<file path="config.mk">
export PLATFORM = sky130hd
export DESIGN_NAME = fa4_bist
export DESIGN_NICKNAME = d
export VERILOG_FILES = /design/src/rtl/fa4_bist.sv
export SDC_FILE = /design/constraint.sdc
export NUM_CORES = 1
export LEC_CHECK = 0
export BUFFER_PORTS_ARGS = -buffer_cell sky130_fd_sc_hd__buf_2
export CAP_MARGIN = 40
export CORE_ASPECT_RATIO = 2
export CORE_MARGIN = 2
export CORE_UTILIZATION = 40
export CTS_CLUSTER_DIAMETER = 120
export DETAILED_ROUTE_END_ITERATION = 16
export GPL_ROUTABILITY_DRIVEN = 0
export PLACE_DENSITY = 0.69
export SETUP_SLACK_MARGIN = 0.02
export SLEW_MARGIN = 20
export SYNTH_ARGS = -nofsm -noshare
export SYNTH_HDL_FRONTEND = slang
export SYNTH_SLANG_ARGS = --single-unit
</file>
<file path="constraint.sdc">
create_clock -name clk -period 4 [get_ports clk]
set_input_delay 0.2 -clock clk [delete_from_list [all_inputs] [get_ports clk]]
set_output_delay 0.2 -clock clk [all_outputs]
set_load 0.02 [all_outputs]
</file>
<file path="src/rtl/fa4_bist.sv">
`default_nettype none
// ============================================================================
// Module   : fa4_bist
// Purpose  : Built-in self-test sequencer and response checker for an
//            N-bit ripple/behavioural full adder. Sweeps every {a, b, cin}
//            combination, compares {cout, s} against a behavioural sum,
//            counts mismatches (saturating) and captures the first failure.
// Revision : 1.0  initial release
// ============================================================================
module fa4_bist #(
  parameter int WIDTH = 4,
  parameter int ERR_W = 10
) (
  input  logic             clk,
  input  logic             rst_n,
  input  logic             start,
  output logic [WIDTH-1:0] a_o,
  output logic [WIDTH-1:0] b_o,
  output logic             cin_o,
  input  logic [WIDTH-1:0] s_i,
  input  logic             cout_i,
  output logic             busy,
  output logic             done,
  output logic             pass,
  output logic [ERR_W-1:0] err_cnt,
  output logic             fail_valid,
  output logic [WIDTH-1:0] fail_a,
  output logic [WIDTH-1:0] fail_b,
  output logic             fail_cin
);

  // Vector index layout is {a, b, cin}: cin toggles fastest, then b, then a.
  localparam int VEC_W = 2 * WIDTH + 1;

  typedef enum logic [1:0] {
    IDLE  = 2'd0,
    DRIVE = 2'd1,
    CHECK = 2'd2,
    DONE  = 2'd3
  } state_t;

  state_t           state;
  state_t           state_nxt;
  logic [VEC_W-1:0] vec;
  logic             clear;
  logic             check;
  logic             last;
  logic [WIDTH:0]   expected;
  logic [WIDTH:0]   observed;
  logic             mismatch;
  logic [ERR_W-1:0] err_nxt;

  // The DUT operands are plain bit-slices of the vector register, so the
  // stimulus is glitch-free. The index wraps to zero after the last vector,
  // which returns the operands to 0 in DONE without extra logic.
  assign a_o   = vec[VEC_W-1 -: WIDTH];
  assign b_o   = vec[WIDTH:1];
  assign cin_o = vec[0];

  assign last     = &vec;
  assign expected = {1'b0, a_o} + {1'b0, b_o} + {{WIDTH{1'b0}}, cin_o};
  assign observed = {cout_i, s_i};
  assign mismatch = (observed != expected);

  // Saturating increment: the counter sticks at all-ones.
  assign err_nxt = (mismatch && (err_cnt != {ERR_W{1'b1}})) ?
                   err_cnt + ERR_W'(1) : err_cnt;

  // State register.
  always_ff @(posedge clk or negedge rst_n) begin
    if (!rst_n) begin
      state <= IDLE;
    end else begin
      state <= state_nxt;
    end
  end

  // Next-state logic and per-cycle datapath controls.
  always_comb begin
    state_nxt = state;
    clear     = 1'b0;
    check     = 1'b0;
    case (state)
      IDLE, DONE: begin
        if (start) begin
          state_nxt = DRIVE;
          clear     = 1'b1;
        end
      end
      DRIVE: begin
        state_nxt = CHECK;
      end
      CHECK: begin
        check     = 1'b1;
        state_nxt = last ? DONE : DRIVE;
      end
      default: begin
        state_nxt = IDLE;
      end
    endcase
  end

  // Sweep datapath: vector index, status flags, error count, first-fail capture.
  always_ff @(posedge clk or negedge rst_n) begin
    if (!rst_n) begin
      vec        <= '0;
      busy       <= 1'b0;
      done       <= 1'b0;
      pass       <= 1'b0;
      err_cnt    <= '0;
      fail_valid <= 1'b0;
      fail_a     <= '0;
      fail_b     <= '0;
      fail_cin   <= 1'b0;
    end else if (clear) begin
      vec        <= '0;
      busy       <= 1'b1;
      done       <= 1'b0;
      pass       <= 1'b0;
      err_cnt    <= '0;
      fail_valid <= 1'b0;
      fail_a     <= '0;
      fail_b     <= '0;
      fail_cin   <= 1'b0;
    end else if (check) begin
      vec     <= vec + VEC_W'(1);
      err_cnt <= err_nxt;
      if (mismatch && !fail_valid) begin
        fail_valid <= 1'b1;
        fail_a     <= a_o;
        fail_b     <= b_o;
        fail_cin   <= cin_o;
      end
      // The last vector's own result is folded into pass via err_nxt.
      if (last) begin
        busy <= 1'b0;
        done <= 1'b1;
        pass <= (err_nxt == '0);
      end
    end
  end

endmodule
`default_nettype wire

</file>
Word level (Yosys, flattened, before mapping)
Cells that the tools add are included.
{"block": "classes", "addsub": 4, "mul": 0, "div_mod_pow": 0, "n_lt_le_gt_ge": 0, "eq_ne": 6, "shifts": 0, "muxes": 32, "bitwise": 0, "reduce_logical": 12}
{"cell": "10-bit two-way mux", "count": 3}
{"cell": "4-bit two-way mux", "count": 6}
{"cell": "1-bit two-way mux", "count": 18}
{"cell": "9-bit two-way mux", "count": 2}
{"cell": "10-bit by 1-bit adder with 10-bit output (second input constant)", "count": 1}
{"cell": "10-bit logical NOT", "count": 1}
{"cell": "10-bit != test (second input constant)", "count": 1}
{"cell": "9-bit by 1-bit adder with 9-bit output (second input constant)", "count": 1}
{"cell": "9-bit AND reduction", "count": 1}
{"cell": "2-bit one-hot mux with 3 select lines", "count": 1}
{"cell": "2-bit nonzero test", "count": 3}
{"cell": "4-bit by 4-bit adder with 5-bit output", "count": 1}
{"cell": "5-bit by 1-bit adder with 5-bit output", "count": 1}
{"cell": "5-bit != test", "count": 1}
{"cell": "2-bit == test (second input constant)", "count": 2}
{"cell": "2-bit two-way mux", "count": 2}
{"cell": "2-bit AND reduction", "count": 2}
{"cell": "2-bit by 1-bit == test with 1-bit output (second input constant)", "count": 1}
{"cell": "1-bit logical AND", "count": 2}
{"cell": "2-bit logical NOT", "count": 1}
{"cell": "2-bit != test (second input constant)", "count": 1}
{"cell": "2-bit OR reduction", "count": 1}
{"cell": "1-bit logical NOT", "count": 1}
{"block": "totals", "ff_bits": 34, "latch_bits": 0, "ram_bits": 0, "romBits": 0, "input_bits": 8, "output_inout_bits": 32, "word_cells": 64, "n_memories": 0}

Logic depth before layout (Yosys ltp)
{"block": "logic_depth", "ltp_word": 9, "mapped_depth": 13, "depth_no_buf": 11}

Worst setup path before layout
OpenSTA, ideal clock, no wires.
{"block": "synth_path", "path_type": "reg-to-reg", "startpoint": "reg vec[5]", "endpoint": "reg pass", "arrival_time_ns": 3.211, "required_time_ns": 3.908, "slack_ns": 0.698, "stages_incl_launch_ff": 12, "path_buffers": 1, "cell_sequence": "dfrtp_1 -> inv_1 -> fa_1 -> inv_1 -> fa_1 -> xor2_2 -> or3_4 -> or2_1 -> buf_6 -> mux2i_1 -> or4_1 -> o31ai_2"}
{"block": "synth_between", "elab_chain_cells": 9, "word_cells_on_any_way": 12}
{"element": "start: declaration", "line": "44", "rtl": "logic [VEC_W-1:0] vec;"}
{"element": "start signal: assignment", "line": "126", "rtl": "vec <= vec + VEC_W'(1);"}
{"element": "4-bit by 4-bit adder with 5-bit output", "line": "61", "rtl": "assign expected = {1'b0, a_o} + {1'b0, b_o} + {{WIDTH{1'b0}}, cin_o};"}
{"element": "5-bit by 1-bit adder with 5-bit output", "line": "61"}
{"element": "5-bit != test", "line": "63", "rtl": "assign mismatch = (observed != expected);"}
{"element": "1-bit logical AND", "line": "66", "rtl": "assign err_nxt = (mismatch && (err_cnt != {ERR_W{1'b1}})) ?"}
{"element": "10-bit two-way mux", "line": "66"}
{"element": "10-bit logical NOT", "line": "138", "rtl": "pass <= (err_nxt == '0);"}
{"element": "1-bit two-way mux", "line": "135", "rtl": "if (last) begin"}
{"element": "1-bit two-way mux", "line": "125", "rtl": "end else if (check) begin"}
{"element": "1-bit two-way mux", "line": "115", "rtl": "end else if (clear) begin"}
{"element": "end signal: assignment", "line": "138"}
{"element": "end: declaration", "line": "24", "rtl": "output logic pass,"}
Parallel ways exist; a longest one is shown, timed or not. The select of a mux whose other input is x is not followed.
A chain may end at the register's enable or synchronous reset.

Worst setup path in the final report
{"block": "layout_path", "startpoint": "reg vec[5]", "endpoint": "reg fail_a[2]"}
{"block": "layout_between", "elab_chain_cells": 6}
{"element": "4-bit by 4-bit adder with 5-bit output", "line": "61"}
{"element": "5-bit by 1-bit adder with 5-bit output", "line": "61"}
{"element": "5-bit != test", "line": "63"}
{"element": "1-bit logical AND", "line": "128", "rtl": "if (mismatch && !fail_valid) begin"}
{"element": "2-bit nonzero test (no line)"}
{"element": "2-bit AND reduction (no line)"}
{"element": "end signal: assignment", "line": "130", "rtl": "fail_a <= a_o;"}
{"element": "end: declaration", "line": "27", "rtl": "output logic [WIDTH-1:0] fail_a,"}
No other way between the ends.

==> flow_summary.yaml <==
synthesis:
  synthCells: 202
  async_flop_share_pct: 100
  yosys_register_bits: 34
  ys_types: 45
  syn_nets: 220
  synth_edf_count: 0
  synth_flop_cell: "dfrtp_1"
  synth.avg_cell_area_um2: 9.82
  ys_seq_area_share_pct: 42.9
  synth_area_um2: 1980
  yosys_warnings: 0
min_path:
  min_path_type: "in -> reg"
  min_from: "start"
  holdPathStages: 2
  holdPathEnd: "state[1]"
sta:
  setup_viol_count_final: 0
  finalMaxSlewViolations: 0
  setup_tns_ns: 0
  worst_pin_slew_ns: 0.601
  clock_skew_ns: 0.00830
  rsz0062_at_grt: "no"
  hold_viol_final: 0
  hold-worst-slack_ns: 0.120
  period_needed_ns: 3.30
  slew_headroom_pct: 60.0
  fmax_mhz: 303
  min_period_over_period_pct: 82.5
layout:
  drive_above_1_share_pct: 24.5
  fin_util_pct: 49.7
  area_growth_pct: 20.7
  final_nets: 262
  diodes: 0
  final_cells: 302
  fin_area_um2: 2390
route:
  ant_nets: 0
  drc: 0
  wl_met1_um: 1680
  first_iter_violations: 31
  topRoutingLayerUsed: "met4"
  wl_um: 4590
  vias: 1613
  first_pass_iters: 4
  met3_length_um: 165
  routedWlPerCell_um: 15.2
  viasPerCell: 5.34
  wl_met2_um: 2570
floorplan:
  core.rowCount: 36
  start_util_pct: 41.2
  die-area_um2: 5570
  die_h_um: 104
  io-pin-count: 40
  core_um2: 4820
  die_x_um: 53.8
placement:
  io_buffers: 39
  post_dp_cell_area_um2: 2230
  dp_hpwl_um: 3420
  place_inst: 292
outcome:
  status: "completed"
power_and_ir_drop:
  power_density_nw_per_um2: 489
  p_leak_nw: 1.28
  ir_drop_uv: 372
clocking:
  h-tree-depth: 2
  clock_latency_ns: 0.29
  cts_root_buf: "clkbuf_8"
  clockBufferDepth: 2
  clock_sinks: 34
  cts_tree: "done"
  cts_made_buffers: 5
  cts-resized-gates: 0
  clk_pin_slew_ns: 0.07
setup_path:
  critPathRequiredTime_ns: 4.18
  r2r_end: "fail_a[2]"
  endpoint_kind: "flip-flop"
  cp_max_fo: 9
  r2r_start: "vec[5]"
  critPathLaunchType: "flip-flop"
  rrSetupSlack_ns: 0.70
  arrival_ns: 3.48
  ff2ff_path_depth: 10
  path_class: "reg -> reg"
global_route:
  overflow: 0
  grt_max_degree: 35
  antenna_found_initial: 0
  grt_pass1_vias: 1669
  grt.total_usage_pct: 19.0
  grt_pass1_wl_um: 7900
job:
  max-cap-violations: 0
==> critical path, cell delays in order, from the launching register on <==
cell      delay [ns]
dfrtp_1         0.42
inv_1           0.10
fa_1            0.43
inv_1           0.08
fa_1            0.44
xor2_2          0.19
or3_4           0.40
or2_1           0.32
nand3b_1        0.49
mux2i_1         0.26
nor2_1          0.06
==> stage by stage <==
stage	worst slack (ns)	total power, mW
final	0.701	1.17
after floorplan	0.698	0.679
after detailed placement	0.699	0.791
after global routing	0.518	1.25
after CTS	0.682	1.18
after global placement	0.727	0.770
==> worst max path at each step <==
stage	start	to	slack [ns]	cells past startpoint
2_1_floorplan	vec[5]	pass	0.70	11
3_3_place_gp	vec[5]	fail_a[1]	0.73	10
3_5_place_dp	vec[5]	fail_b[3]	0.70	10
4_1_cts	vec[5]	fail_b[3]	0.68	10
5_1_grt	vec[5]	fail_cin	0.52	10
6_report	vec[5]	fail_a[2]	0.70	10
==> cells by family (layout without fill, tap and decap cells) <==
| logic type | after synthesis | count (layout) | synth area share, % |
|---|---|---|---|
| AOI/OAI and AO/OA | 28 | 28 | 9.52 |
| xor gates and xnor gates | 18 | 18 | 8.32 |
| adders and majority gates | 10 | 10 | 7.06 |
| buffers and inverters | 18 | 61 | 4.60 |
| DFF | 34 | 34 | 42.9 |
| muxes | 16 | 16 | 8.07 |
| and+or+nand+nor | 78 | 78 | 19.5 |
==> layout make-up <==
class	instances	area, um2
inverters	8	30.0
repair buffers	45	263
fillers	461	2420
well taps	57	71.3
clock buffers	5	68.8
multi-input cells	150	1040
clock inverters	3	68.8
flip-flops and latches	34	851
==> routing by layer <==
| metal | vias to the layer above | GRT usage [%] |
|---|---|---|
| met4 | 0 | 9.34 |
| met3 | 13 | 4.47 |
| li1 | 780 | - |
| met1 | 778 | 20.8 |
| met2 | 42 | 32.3 |
| met5 | - | 0 |
==> power by group <==
group | leakage, nW | switching [mW] | internal, mW
clock | 0.0683 | 0.134 | 0.250
sequential | 0.462 | 0.0371 | 0.380
combinational | 0.749 | 0.227 | 0.143
==> flip-flops by register name (all words and copies together), names as in the netlist <==
register and flops:
done 1, fail_b 4, fail_valid 1, err_cnt 10
busy 1, fail_a 4, fail_cin 1, vec 9
pass 1, state 2
==> synth_stat cells, types with 2 or more instances <==
cell,instances,area (um2)
dfrtp_1,34,851
nor2_1,34,128
mux2i_1,16,160
xor2_1,12,105
a21oi_1,11,55.1
nand2_1,10,37.5
ha_1,8,100
inv_1,8,30.0
nand3_1,8,40.0
nand4_1,7,43.8
clkbuf_1,5,18.8
xnor2_1,5,43.8
o21ai_0,4,20.0
and3_1,3,18.8
or3_1,3,18.8
a211oi_1,2,15.0
and4_1,2,17.5
fa_1,2,40.0
nand3b_1,2,15.0
==> placed cells by master (no fill, tap or decap), drive strengths merged, types with 2 or more instances in the layout <==
master	count
mux2i	16
nand4	7
o21ai	5
a21oi	11
or3	4
inv	8
nand3b	2
nor2	34
nand2	10
buf	44
clkbuf	5
nand3	8
xnor2	5
and3	5
bufinv	2
xor2	13
and4	2
dfrtp	34
ha	8
fa	2
a211oi	2
==> repair_timing <==
item	CTS	global route
setup buffers	0	0
setup endpoints to repair	0	0
hold buffers	0	1
hold endpoints to repair	0	34
(Power assumes the default switching activity.)
